**src/rtl/mem_arbiter_pkg.sv**
```systemverilog
// Shared state encodings and client identifiers for the backing-memory arbiter.
package mem_arbiter_pkg;

  typedef enum logic [1:0] {
    ARB_IDLE  = 2'd0,
    ARB_READ  = 2'd1,
    ARB_WRITE = 2'd2
  } arb_state_t;

  localparam logic ARB_CLIENT_I = 1'b0;
  localparam logic ARB_CLIENT_D = 1'b1;

endpackage

```
**src/rtl/mem_arb_pick.sv**
```systemverilog
// Two-input request picker. Fixed dcache priority by default; round-robin on contention
// when MEM_ARB_ROUND_ROBIN_EN is defined.
module mem_arb_pick
  import mem_arbiter_pkg::*;
(
  input  logic v0,
  input  logic v1,
`ifdef MEM_ARB_ROUND_ROBIN_EN
  input  logic last_grant,
`endif
  output logic win,
  output logic any
);

  always_comb begin
    any = v0 | v1;
    win = v1 ? ARB_CLIENT_D : ARB_CLIENT_I;
`ifdef MEM_ARB_ROUND_ROBIN_EN
    // On contention, hand the port to whoever did not win last time.
    if (v0 && v1)
      win = ~last_grant;
`endif
  end

endmodule

```
**src/rtl/mem_arbiter.sv**
```systemverilog
// Shares one backing-memory port between icache (client 0) and dcache (client 1).
// Optional feature macro: MEM_ARB_ROUND_ROBIN_EN (round-robin grant on contention).
module mem_arbiter
  import mem_arbiter_pkg::*;
#(
  parameter int ADDR_BITS = 28,
  parameter int DATA_BITS = 128,
  parameter int BEATS     = 4
) (
  input  logic                   clk,
  input  logic                   reset,

  input  logic                   c0_req_valid,
  output logic                   c0_req_ready,
  input  logic [ADDR_BITS-1:0]   c0_req_addr,
  input  logic                   c0_req_rw,
  input  logic                   c0_req_data_valid,
  output logic                   c0_req_data_ready,
  input  logic [DATA_BITS-1:0]   c0_req_data_bits,
  input  logic [DATA_BITS/8-1:0] c0_req_data_mask,
  output logic                   c0_resp_valid,
  output logic [DATA_BITS-1:0]   c0_resp_data,

  input  logic                   c1_req_valid,
  output logic                   c1_req_ready,
  input  logic [ADDR_BITS-1:0]   c1_req_addr,
  input  logic                   c1_req_rw,
  input  logic                   c1_req_data_valid,
  output logic                   c1_req_data_ready,
  input  logic [DATA_BITS-1:0]   c1_req_data_bits,
  input  logic [DATA_BITS/8-1:0] c1_req_data_mask,
  output logic                   c1_resp_valid,
  output logic [DATA_BITS-1:0]   c1_resp_data,

  output logic                   mem_req_valid,
  input  logic                   mem_req_ready,
  output logic [ADDR_BITS-1:0]   mem_req_addr,
  output logic                   mem_req_rw,
  output logic                   mem_req_data_valid,
  input  logic                   mem_req_data_ready,
  output logic [DATA_BITS-1:0]   mem_req_data_bits,
  output logic [DATA_BITS/8-1:0] mem_req_data_mask,
  input  logic                   mem_resp_valid,
  input  logic [DATA_BITS-1:0]   mem_resp_data
);

  localparam int CNT_W  = $clog2(BEATS) + 1;
  localparam int MASK_W = DATA_BITS / 8;

  arb_state_t       state;
  logic             owner;
  logic [CNT_W-1:0] beat_cnt;
  logic             win;
  logic             any;
  logic             sel;

  logic [1:0]           req_valid;
  logic [1:0]           req_rw;
  logic [1:0]           data_valid;
  logic [ADDR_BITS-1:0] req_addr  [2];
  logic [DATA_BITS-1:0] data_bits [2];
  logic [MASK_W-1:0]    data_mask [2];

  logic [1:0] req_ready;
  logic [1:0] data_ready;
  logic [1:0] resp_valid;

  assign req_valid    = {c1_req_valid, c0_req_valid};
  assign req_rw       = {c1_req_rw, c0_req_rw};
  assign data_valid   = {c1_req_data_valid, c0_req_data_valid};
  assign req_addr[0]  = c0_req_addr;
  assign req_addr[1]  = c1_req_addr;
  assign data_bits[0] = c0_req_data_bits;
  assign data_bits[1] = c1_req_data_bits;
  assign data_mask[0] = c0_req_data_mask;
  assign data_mask[1] = c1_req_data_mask;

`ifdef MEM_ARB_ROUND_ROBIN_EN
  logic last_grant;

  mem_arb_pick u_pick (
    .v0         (c0_req_valid),
    .v1         (c1_req_valid),
    .last_grant (last_grant),
    .win        (win),
    .any        (any)
  );
`else
  mem_arb_pick u_pick (
    .v0  (c0_req_valid),
    .v1  (c1_req_valid),
    .win (win),
    .any (any)
  );
`endif

  // While a transaction is in flight the owner keeps the port regardless of its valid.
  assign sel = (state == ARB_IDLE) ? win : owner;

  // Reset gates every output so the port goes quiet the moment reset falls.
  always_comb begin
    mem_req_valid      = 1'b0;
    mem_req_addr       = '0;
    mem_req_rw         = 1'b0;
    mem_req_data_valid = 1'b0;
    mem_req_data_bits  = '0;
    mem_req_data_mask  = '0;
    req_ready          = 2'b00;
    data_ready         = 2'b00;
    resp_valid         = 2'b00;
    c0_resp_data       = '0;
    c1_resp_data       = '0;
    if (reset) begin
      c0_resp_data = mem_resp_data;
      c1_resp_data = mem_resp_data;
      case (state)
        ARB_IDLE: begin
          if (any) begin
            mem_req_valid      = req_valid[sel];
            mem_req_addr       = req_addr[sel];
            mem_req_rw         = req_rw[sel];
            mem_req_data_valid = data_valid[sel];
            mem_req_data_bits  = data_bits[sel];
            mem_req_data_mask  = data_mask[sel];
            req_ready[sel]     = mem_req_ready;
            data_ready[sel]    = mem_req_data_ready;
          end
        end
        ARB_READ: begin
          mem_req_valid   = req_valid[sel];
          mem_req_addr    = req_addr[sel];
          mem_req_rw      = req_rw[sel];
          req_ready[sel]  = mem_req_ready;
          resp_valid[sel] = mem_resp_valid;
        end
        ARB_WRITE: begin
          mem_req_addr       = req_addr[sel];
          mem_req_rw         = 1'b1;
          mem_req_data_valid = data_valid[sel];
          mem_req_data_bits  = data_bits[sel];
          mem_req_data_mask  = data_mask[sel];
          data_ready[sel]    = mem_req_data_ready;
        end
        default: ;
      endcase
    end
  end

  assign c0_req_ready      = req_ready[0];
  assign c1_req_ready      = req_ready[1];
  assign c0_req_data_ready = data_ready[0];
  assign c1_req_data_ready = data_ready[1];
  assign c0_resp_valid     = resp_valid[0];
  assign c1_resp_valid     = resp_valid[1];

  always_ff @(posedge clk or negedge reset) begin
    if (!reset) begin
      state    <= ARB_IDLE;
      owner    <= ARB_CLIENT_I;
      beat_cnt <= '0;
`ifdef MEM_ARB_ROUND_ROBIN_EN
      last_grant <= ARB_CLIENT_D;
`endif
    end else begin
      case (state)
        ARB_IDLE: begin
          if (mem_req_valid && mem_req_ready) begin
            owner <= sel;
`ifdef MEM_ARB_ROUND_ROBIN_EN
            last_grant <= sel;
`endif
            if (!mem_req_rw) begin
              state    <= ARB_READ;
              beat_cnt <= '0;
            end else if (!(mem_req_data_valid && mem_req_data_ready)) begin
              state <= ARB_WRITE;
            end
          end
        end
        ARB_READ: begin
          if (mem_resp_valid) begin
            beat_cnt <= beat_cnt + 1'b1;
            if (beat_cnt == CNT_W'(BEATS - 1))
              state <= ARB_IDLE;
          end
        end
        ARB_WRITE: begin
          if (mem_req_data_valid && mem_req_data_ready)
            state <= ARB_IDLE;
        end
        default: state <= ARB_IDLE;
      endcase
    end
  end

endmodule

```
**config.mk**
```make
export PLATFORM = sky130hd
export DESIGN_NAME = mem_arbiter
export DESIGN_NICKNAME = d
export VERILOG_FILES = /design/src/rtl/mem_arbiter_pkg.sv /design/src/rtl/mem_arb_pick.sv /design/src/rtl/mem_arbiter.sv
export SDC_FILE = /design/constraint.sdc
export NUM_CORES = 1
export LEC_CHECK = 0
export ABC_AREA = 1
export CORE_AREA = 5 5 359 361
export DETAILED_ROUTE_END_ITERATION = 10
export DIE_AREA = 0 0 364 366
export GPL_TIMING_DRIVEN = 0
export SLEW_MARGIN = 40
export SYNTH_ARGS = -nofsm -noshare
export SYNTH_HDL_FRONTEND = slang
export SYNTH_SLANG_ARGS = --single-unit
export TNS_END_PERCENT = 30
```
**constraint.sdc**
```tcl
create_clock -name clk -period 4.9 [get_ports clk]
set_input_delay 0.735 -clock clk [delete_from_list [all_inputs] [get_ports clk]]
set_output_delay 0.735 -clock clk [all_outputs]
set_load 0.05 [all_outputs]
```
=== Yosys cells after proc, flatten, opt, wreduce, memory -nomap -nowiden ===
Cells that the tools add are included.

* Add/sub/neg operators: 1
* $lt $le $gt $ge: 3
* Equal/unequal tests: 9
* Muxes and demuxes: 57
* Bitwise gates (word level): 5
* Reductions and logical operators: 9

{| class="wikitable"
|+ Operator list
! kind !! count
|-
| $mux W128 || 6
|-
| $pmux W128 S2 || 1
|-
| $mux W28 || 5
|-
| $mux W16 || 5
|-
| $pmux W28 S2 || 1
|-
| $pmux W16 S2 || 1
|-
| $mux W2 || 12
|-
| $mux W1 || 15
|-
| $mux W3 || 3
|-
| $ne A2 B2 Y1 const B || 4
|-
| $pmux W2 S2 || 2
|-
| $and A2 B2 Y2 || 3
|-
| $pmux W2 S3 || 1
|-
| $pmux W3 S2 || 1
|-
| $reduce_and A5 Y1 || 1
|-
| $pmux W1 S2 || 2
|-
| $reduce_and A4 Y1 || 1
|-
| $add A3 B1 Y3 const B || 1
|-
| $eq A3 B2 Y1 const B || 1
|-
| $logic_and A1 B1 Y1 || 3
|-
| $ne A3 B3 Y1 const B || 1
|-
| $pmux W1 S3 || 1
|-
| $eq A2 B1 Y1 const B || 1
|-
| $eq A2 B2 Y1 const B || 1
|-
| 11 further kinds || 11
|}

* Flip-flop bits (word level): 6
* Logic and storage cells: 87

=== Longest topological paths before layout ===
Gate-level depths: netlist of run 1.

* Depth in word-level cells: 12
* Gate-level depth with buffers: 14
* Mapped depth without buffers: 13

=== By module ===
A second synthesis of run 1 with hierarchy kept.

* Cell total of the unflattened synthesis: 1075
* Area total of the unflattened synthesis: 5196.2 µm²

{| class="wikitable"
|+ Modules (own cells, without submodules)
! module !! times used !! cells each !! area each (µm²) !! seq. area each (µm²)
|-
| mem_arbiter || 1 || 1071 || 5177.5 || 150.1
|-
| mem_arb_pick || 1 || 4 || 18.8 || 0.0
|}

=== Worst setup path after synthesis of run 1 ===
OpenSTA, ideal clock, no wires.

* Path kind: input to output
* Start: input reset
* End: output mem_req_addr[10]
* Arrival: 2.499 ns
* Path slack: 1.666 ns
* Cell stages on the path: 6
* Buffers on the path: 2
* Cells stage by stage: buf_2 > inv_1 > nor2_1 > o21ai_2 > buf_2 > nor3_1

* Longest elaborated chain between the ends: 1

{| class="wikitable"
|+ Ends and longest elaborated chain
! element !! RTL line !! RTL
|-
| start: declaration || mem_arbiter.sv:11 || <nowiki>input logic reset,</nowiki>
|-
| $mux W28 || mem_arbiter.sv:113 || <nowiki>if (reset) begin</nowiki>
|-
| end: declaration || mem_arbiter.sv:37 || <nowiki>output logic [ADDR_BITS-1:0] mem_req_addr,</nowiki>
|}

No other way between the ends.

=== Worst setup path after layout of run 1 ===
* Start: input reset
* End: output mem_req_data_mask[6]

* Longest elaborated chain between the ends: 1

{| class="wikitable"
|+ Ends and longest elaborated chain
! element !! RTL line !! RTL
|-
| $mux W16 || mem_arbiter.sv:113 ||
|-
| end: declaration || mem_arbiter.sv:42 || <nowiki>output logic [DATA_BITS/8-1:0] mem_req_data_mask,</nowiki>
|}

No other way between the ends.

==> flow_summary.toml, run 1 <==
[route]
drtIter0Drc = 688
drc = 0
drtPass1Iterations = 6
ant_nets = 0
route.vias.total = 10600
wire_per_inst_um = 28.3
drt-total-wl_mm = 104
drt-vias-per-instance = 2.91

[sta]
worstMarginPinSlew_ns = 0.994
rsz0062_at_grt = "yes"
fin_crit_ns = 4.85
fin_skew_ns = 0.000190
timing.fmax_mhz = 206
hold_viol = 0
finalCritPeriodShare = 0.990
finalMaxSlewViolations = 0
relSlewSlack = 0.333
setup_viol = 0

[worst_setup_path]
crit_end = "mem_req_data_mask[6]"
crit_path_start_kind = "primary input"
r2r-start = "state[1]"
reg2reg_to = "owner"
critical_path_class = "primary input to output pin"
cp-end-kind = "output pin"
arrival_ns = 4.12
cp.required_ns = 4.16
crit_fanout = 10
timing.critical_path.from = "reset"
r2r_slack_ns = 2.80
r2r_cells = 10

[floorplanning]
core_mm2 = 0.125
rows = 130
dieArea_mm2 = 0.133
io-pin-count = 920
die_h_um = 366
fp.dieW_um = 364
start_util = 0.0410

[synth]
syn_nets = 1560
ys_async_sr_fraction = 1.00
syn_avg_cell_area_um2 = 4.79
yosys_warnings = 0
ys_seq_area_frac = 0.0292
netlist_instances = 1071
yosys.cell_types.count = 25
synthesis.area_mm2 = 0.00513
ys_ff_latch = 6
yosys_most_used_dff = "dfrtp_1"
synth_edf_count = 0

[global_route]
gr-usage-all-layers = 0.147
grt-ovfl-total = 0
grt_pass1_vias = 10900
antenna_found_initial = 42
grt_pass1_wl_mm = 126
grt_max_degree = 11

[power_and_ir_drop]
clkPwrFrac = 0.016
p_int_mw = 2.25
power_density_mw_per_mm2 = 483
p_comb_frac = 0.973
seqPwrFrac = 0.011
leakage_nw = 7.12
swShare = 0.718
ir_drop_uv = 214
power.switching_mw = 5.73

[worst_hold_path]
hp-class = "flip-flop to flip-flop"

[layout]
finalNonFillerCells = 3660
drive_above_1_share = 0.120
utilization = 0.132
nets = 2484
syn2layout_area_growth_pct = 222

[outcome]
outcome = "complete, no violations"

[placed_design]
gp_congestion = 0.926
dp_hpwl_mm = 96.6
port_buffers = 919
dp_cells = 3640

[clocking]
cts_tree = "built"
clk_root_buffer_cell = "clkbuf_16"
clk_latency_ns = 0.23
cts_buffers = 3
clock_path_buffers = 2
h-tree-depth = 1
cts_setup_buffers = 0
clkTransAtPathRegs_ns = 0.03
cts_sinks = 6

[job]
cap_violations = 0
## timing repair
action	in CTS	in global routing
endpoints found under the setup margin	12	17
gates resized for setup	12	16
hold buffers	0	0
## logic make-up after synthesis
kind of cell,after synthesis,synth area share
AO/OA/AOI/OAI,9,0.0119
adder cells (fa/ha/maj),6,0.0146
buffers and inverters,350,0.374
flip-flops,6,0.0292
AND/OR/NAND/NOR,700,0.571
## worst max-delay path, stage by stage
cell and delay [ns]:
clkdlybuf4s50_1 0.69, buf_2 0.29, nand2_2 0.15, buf_6 0.21, buf_2 0.22, nor3_1 0.82
clkdlybuf4s50_1 0.98
## power groups by stage
stage	clock [mW]	combinational [mW]	sequential, mW
after detailed placement	0	7.93	0.0878
final	0.131	7.77	0.0859
after floorplan	0	4.13	0.0830
after global routing	0.141	8.17	0.0898
after CTS	0.134	7.95	0.0871
after global placement	0	7.96	0.0874
## synth_stat cells (2+ instances only)
cell | number | area, µm²
nor2_1 | 351 | 1320
buf_2 | 46 | 230
nand2_2 | 4 | 25.0
nand3_2 | 3 | 30.0
a21oi_1 | 3 | 15.0
nand2_4 | 3 | 33.8
inv_1 | 148 | 556
nand4_1 | 4 | 25.0
nand3_1 | 10 | 50.1
buf_4 | 133 | 998
dfrtp_1 | 6 | 150
o21ai_2 | 2 | 17.5
o21bai_1 | 2 | 15.0
clkbuf_1 | 14 | 52.6
nor3_1 | 174 | 871
nand2_1 | 149 | 559
ha_1 | 6 | 75.1
buf_6 | 6 | 67.6
## layer usage
metal  up-vias  track usage  share of wire
met2       625        0.266           0.49
met3        62       0.0576           0.10
li1       4959            -              -
met4        20      0.00759         0.0081
met5         -            0         0.0015
met1      4971        0.170           0.40
## area by class of cell
class	count	area, µm²
fillers	14500	109000
diodes	17	42.5
inverters	150	566
repair buffers	919	9120
flip-flops and latches	6	150
multi-input cells	715	3140
clock buffers	3	75.1
plain buffers	200	1360
well taps	1650	2060
## flip-flops by register name, summed over array words and instances, names as in the netlist
name / count
beat_cnt: 3
owner: 1
state: 2
## metrics by stage
| stage | cell area, µm² | setup WS (ns) | hold slack [ns] | power, mW | TNS, ns |
|---|---|---|---|---|---|
| after floorplan | 5130 | 1.67 | 0.439 | 4.21 | 0 |
| after global placement | 16400 | -0.589 | 0.461 | 8.05 | -29.75 |
| after detailed placement | 16400 | -0.175 | 0.459 | 8.02 | -0.512 |
| after CTS | 16400 | 0.00463 | 0.468 | 8.18 | 0 |
| after global routing | 16500 | -0.127 | 0.507 | 8.40 | -0.142 |
| final | 16500 | 0.0484 | 0.463 | 7.98 | 0 |
## worst min path at each step
| stage | slack (ns) | cells after the start | start | end |
|---|---|---|---|---|
| 2_1_floorplan | 0.44 | 0 | reset | beat_cnt[0] |
| 3_3_place_gp | 0.46 | 2 | beat_cnt[2] | beat_cnt[2] |
| 3_5_place_dp | 0.46 | 2 | beat_cnt[2] | beat_cnt[2] |
| 4_1_cts | 0.47 | 2 | beat_cnt[2] | beat_cnt[2] |
| 5_1_grt | 0.51 | 2 | beat_cnt[2] | beat_cnt[2] |
| 6_report | 0.46 | 2 | beat_cnt[2] | beat_cnt[2] |
## layout by cell type, fill, tap and decap left out
cell type	synthesis	layout
nand2_2	4	4
buf_4	133	133
nand3_1	10	10
diode_2	0	17
inv_2	1	1
clkdlybuf4s50_1	0	884
nand2_1	149	149
buf_6	6	6
nor3_2	0	14
o21ai_0	1	1
clkbuf_2	0	5
clkbuf_1	14	10
o21ai_2	2	1
inv_4	1	1
inv_1	148	148
nor2_1	351	351
nand2_4	3	3
a21oi_1	3	3
clkbuf_16	0	3
o21ai_4	0	1
buf_2	46	62
dfrtp_1	6	6
buf_1	1	1
dlygate4sd2_1	0	11
nor3_1	174	160
o21bai_1	2	2
ha_1	6	6
dlymetal6s2s_1	0	7
nand3_2	3	3
nor2_4	1	1
or2_2	1	1
nand4_1	4	4
o2111ai_1	1	1
(Power assumes the default switching activity.)
==> inputs of run 2 (changes only) <==
SKIP_CTS_REPAIR_TIMING = 1   (was not set)
==> flow_summary.toml, run 2 (synthesis gave the netlist of run 1 again) <==
[outcome]
outcome = "complete, no violations"

[worst_hold_path]
hp-class = "flip-flop to flip-flop"

[route]
route.vias.total = 10600
drt-total-wl_mm = 104
drt-vias-per-instance = 2.90
drtIter0Drc = 687
drc = 0
drtPass1Iterations = 7
wire_per_inst_um = 28.3
ant_nets = 0

[sta]
finalMaxSlewViolations = 0
setup_viol = 0
fin_skew_ns = 0.000191
fin_tns_setup_ns = 0
worstMarginPinSlew_ns = 0.961
worst_slack_ns = 0.0765
rsz0062_at_grt = "yes"
timing.fmax_mhz = 207
finalCritPeriodShare = 0.984
fin_crit_ns = 4.82
relSlewSlack = 0.354
hold_viol = 0

[layout]
drive_above_1_share = 0.122
finalNonFillerCells = 3664
final_common_cell = "clkdlybuf4s50_1"
multiInputGateArea_mm2 = 0.00316
regMostFlops = "beat_cnt"
nets = 2484
layout.cells.most_common_list = "clkdlybuf4s50_1 (892), nor2_1 (351), nor3_1 (157)"
design_area_mm2 = 0.0166
regArea_um2 = 150
largest_reg_flops = 3
reg_top3 = "beat_cnt: 3 flops, state: 2 flops, owner: 1 flops"
syn2layout_area_growth_pct = 223
fillCellCount = 14500

[global_route]
antenna_found_initial = 38
gr-usage-all-layers = 0.147
grt_pass1_vias = 10900
grt_pass1_wl_mm = 126
grt_max_degree = 11
grt-ovfl-total = 0

[power_and_ir_drop]
ir_drop_uv = 212
leakage_nw = 7.13
power.switching_mw = 5.73
power_density_mw_per_mm2 = 483
clkPwrFrac = 0.016
power_mw = 8.00
p_comb_frac = 0.973
p_int_mw = 2.27
swShare = 0.716
seqPwrFrac = 0.011

[floorplanning]
fp.dieW_um = 364
io-pin-count = 920
core_mm2 = 0.125
start_util = 0.0410
rows = 130
die_h_um = 366
dieArea_mm2 = 0.133

[worst_setup_path]
cp-end-kind = "output pin"
arrival_ns = 4.09
crit_fanout = 10
critical_path_class = "primary input to output pin"
cp.required_ns = 4.16
crit_path_start_kind = "primary input"

[placed_design]
gp_congestion = 0.926
dp_cells = 3640
post-place-ws_ns = -0.175
place_area_mm2 = 0.0164
dp_hpwl_mm = 96.6
port_buffers = 919

[clocking]
cts_sinks = 6
cts_tree = "built"
clk_root_buffer_cell = "clkbuf_16"
clock_path_buffers = 2
cts_buffers = 3
clkTransAtPathRegs_ns = 0.03
h-tree-depth = 1
clk_latency_ns = 0.23

[job]
cap_violations = 0
## run 2: cell types whose count changed in the layout (fill, tap and decap cells not counted), sizes merged
cell,previous run,this run
dlygate4sd2,11,0
clkbuf,18,17
buf,202,203
clkdlybuf4s50,884,892
dlymetal6s2s,7,10
diode,17,21
## run 2: through the flow
step | hold WS (ns) | util
CTS | 0.468 | 0.131
finish | 0.463 | 0.132
global route | 0.507 | 0.132
floorplan | 0.439 | -
global placement | 0.461 | 0.131
detailed placement | 0.459 | 0.131
## run 2: critical path, cell delays in order
cell	delay [ns]
clkdlybuf4s50_1	0.69
buf_2	0.29
nand2_2	0.15
buf_6	0.21
buf_2	0.22
nor3_1	0.80
clkdlybuf4s50_1	0.97
## run 2: final timing paths
kind	slack, ns	endpoint	depth (start not counted)	from
hold reg to reg	0.46	beat_cnt[2]	2	beat_cnt[2]
max in group asynchronous	3.85	owner	1	reset
setup reg to reg	2.78	owner	10	state[1]
setup / recovery	0.08	mem_req_data_mask[6]	7	reset
min in group asynchronous	0.79	beat_cnt[2]	1	reset
hold / removal	0.46	beat_cnt[2]	2	beat_cnt[2]
## run 2: power groups by stage
stage | logic (mW) | registers [mW] | clock network (mW)
after floorplan | 4.13 | 0.0830 | 0
after global placement | 7.96 | 0.0874 | 0
after detailed placement | 7.93 | 0.0878 | 0
after CTS | 7.97 | 0.0871 | 0.134
after global routing | 8.19 | 0.0898 | 0.141
final | 7.79 | 0.0859 | 0.131
## run 2: cell type report
type                            count  share of cell area
Tap cell                         1650               0.125
Antenna cell                       21             0.00317
Timing Repair Buffer              919               0.552
Inverter                          150              0.0341
Sequential cell                     6             0.00906
Multi-Input combinational cell    715               0.191
Clock buffer                        3             0.00453
Buffer                            200              0.0820
## run 2: layer usage
| layer | vias to the layer above | GRT usage | wire length, µm |
|---|---|---|---|
| met5 | - | 0 | 137 |
| met1 | 4943 | 0.170 | 40900 |
| met2 | 637 | 0.266 | 51100 |
| met4 | 18 | 0.00759 | 796 |
| met3 | 60 | 0.0582 | 10700 |
| li1 | 4970 | - | - |
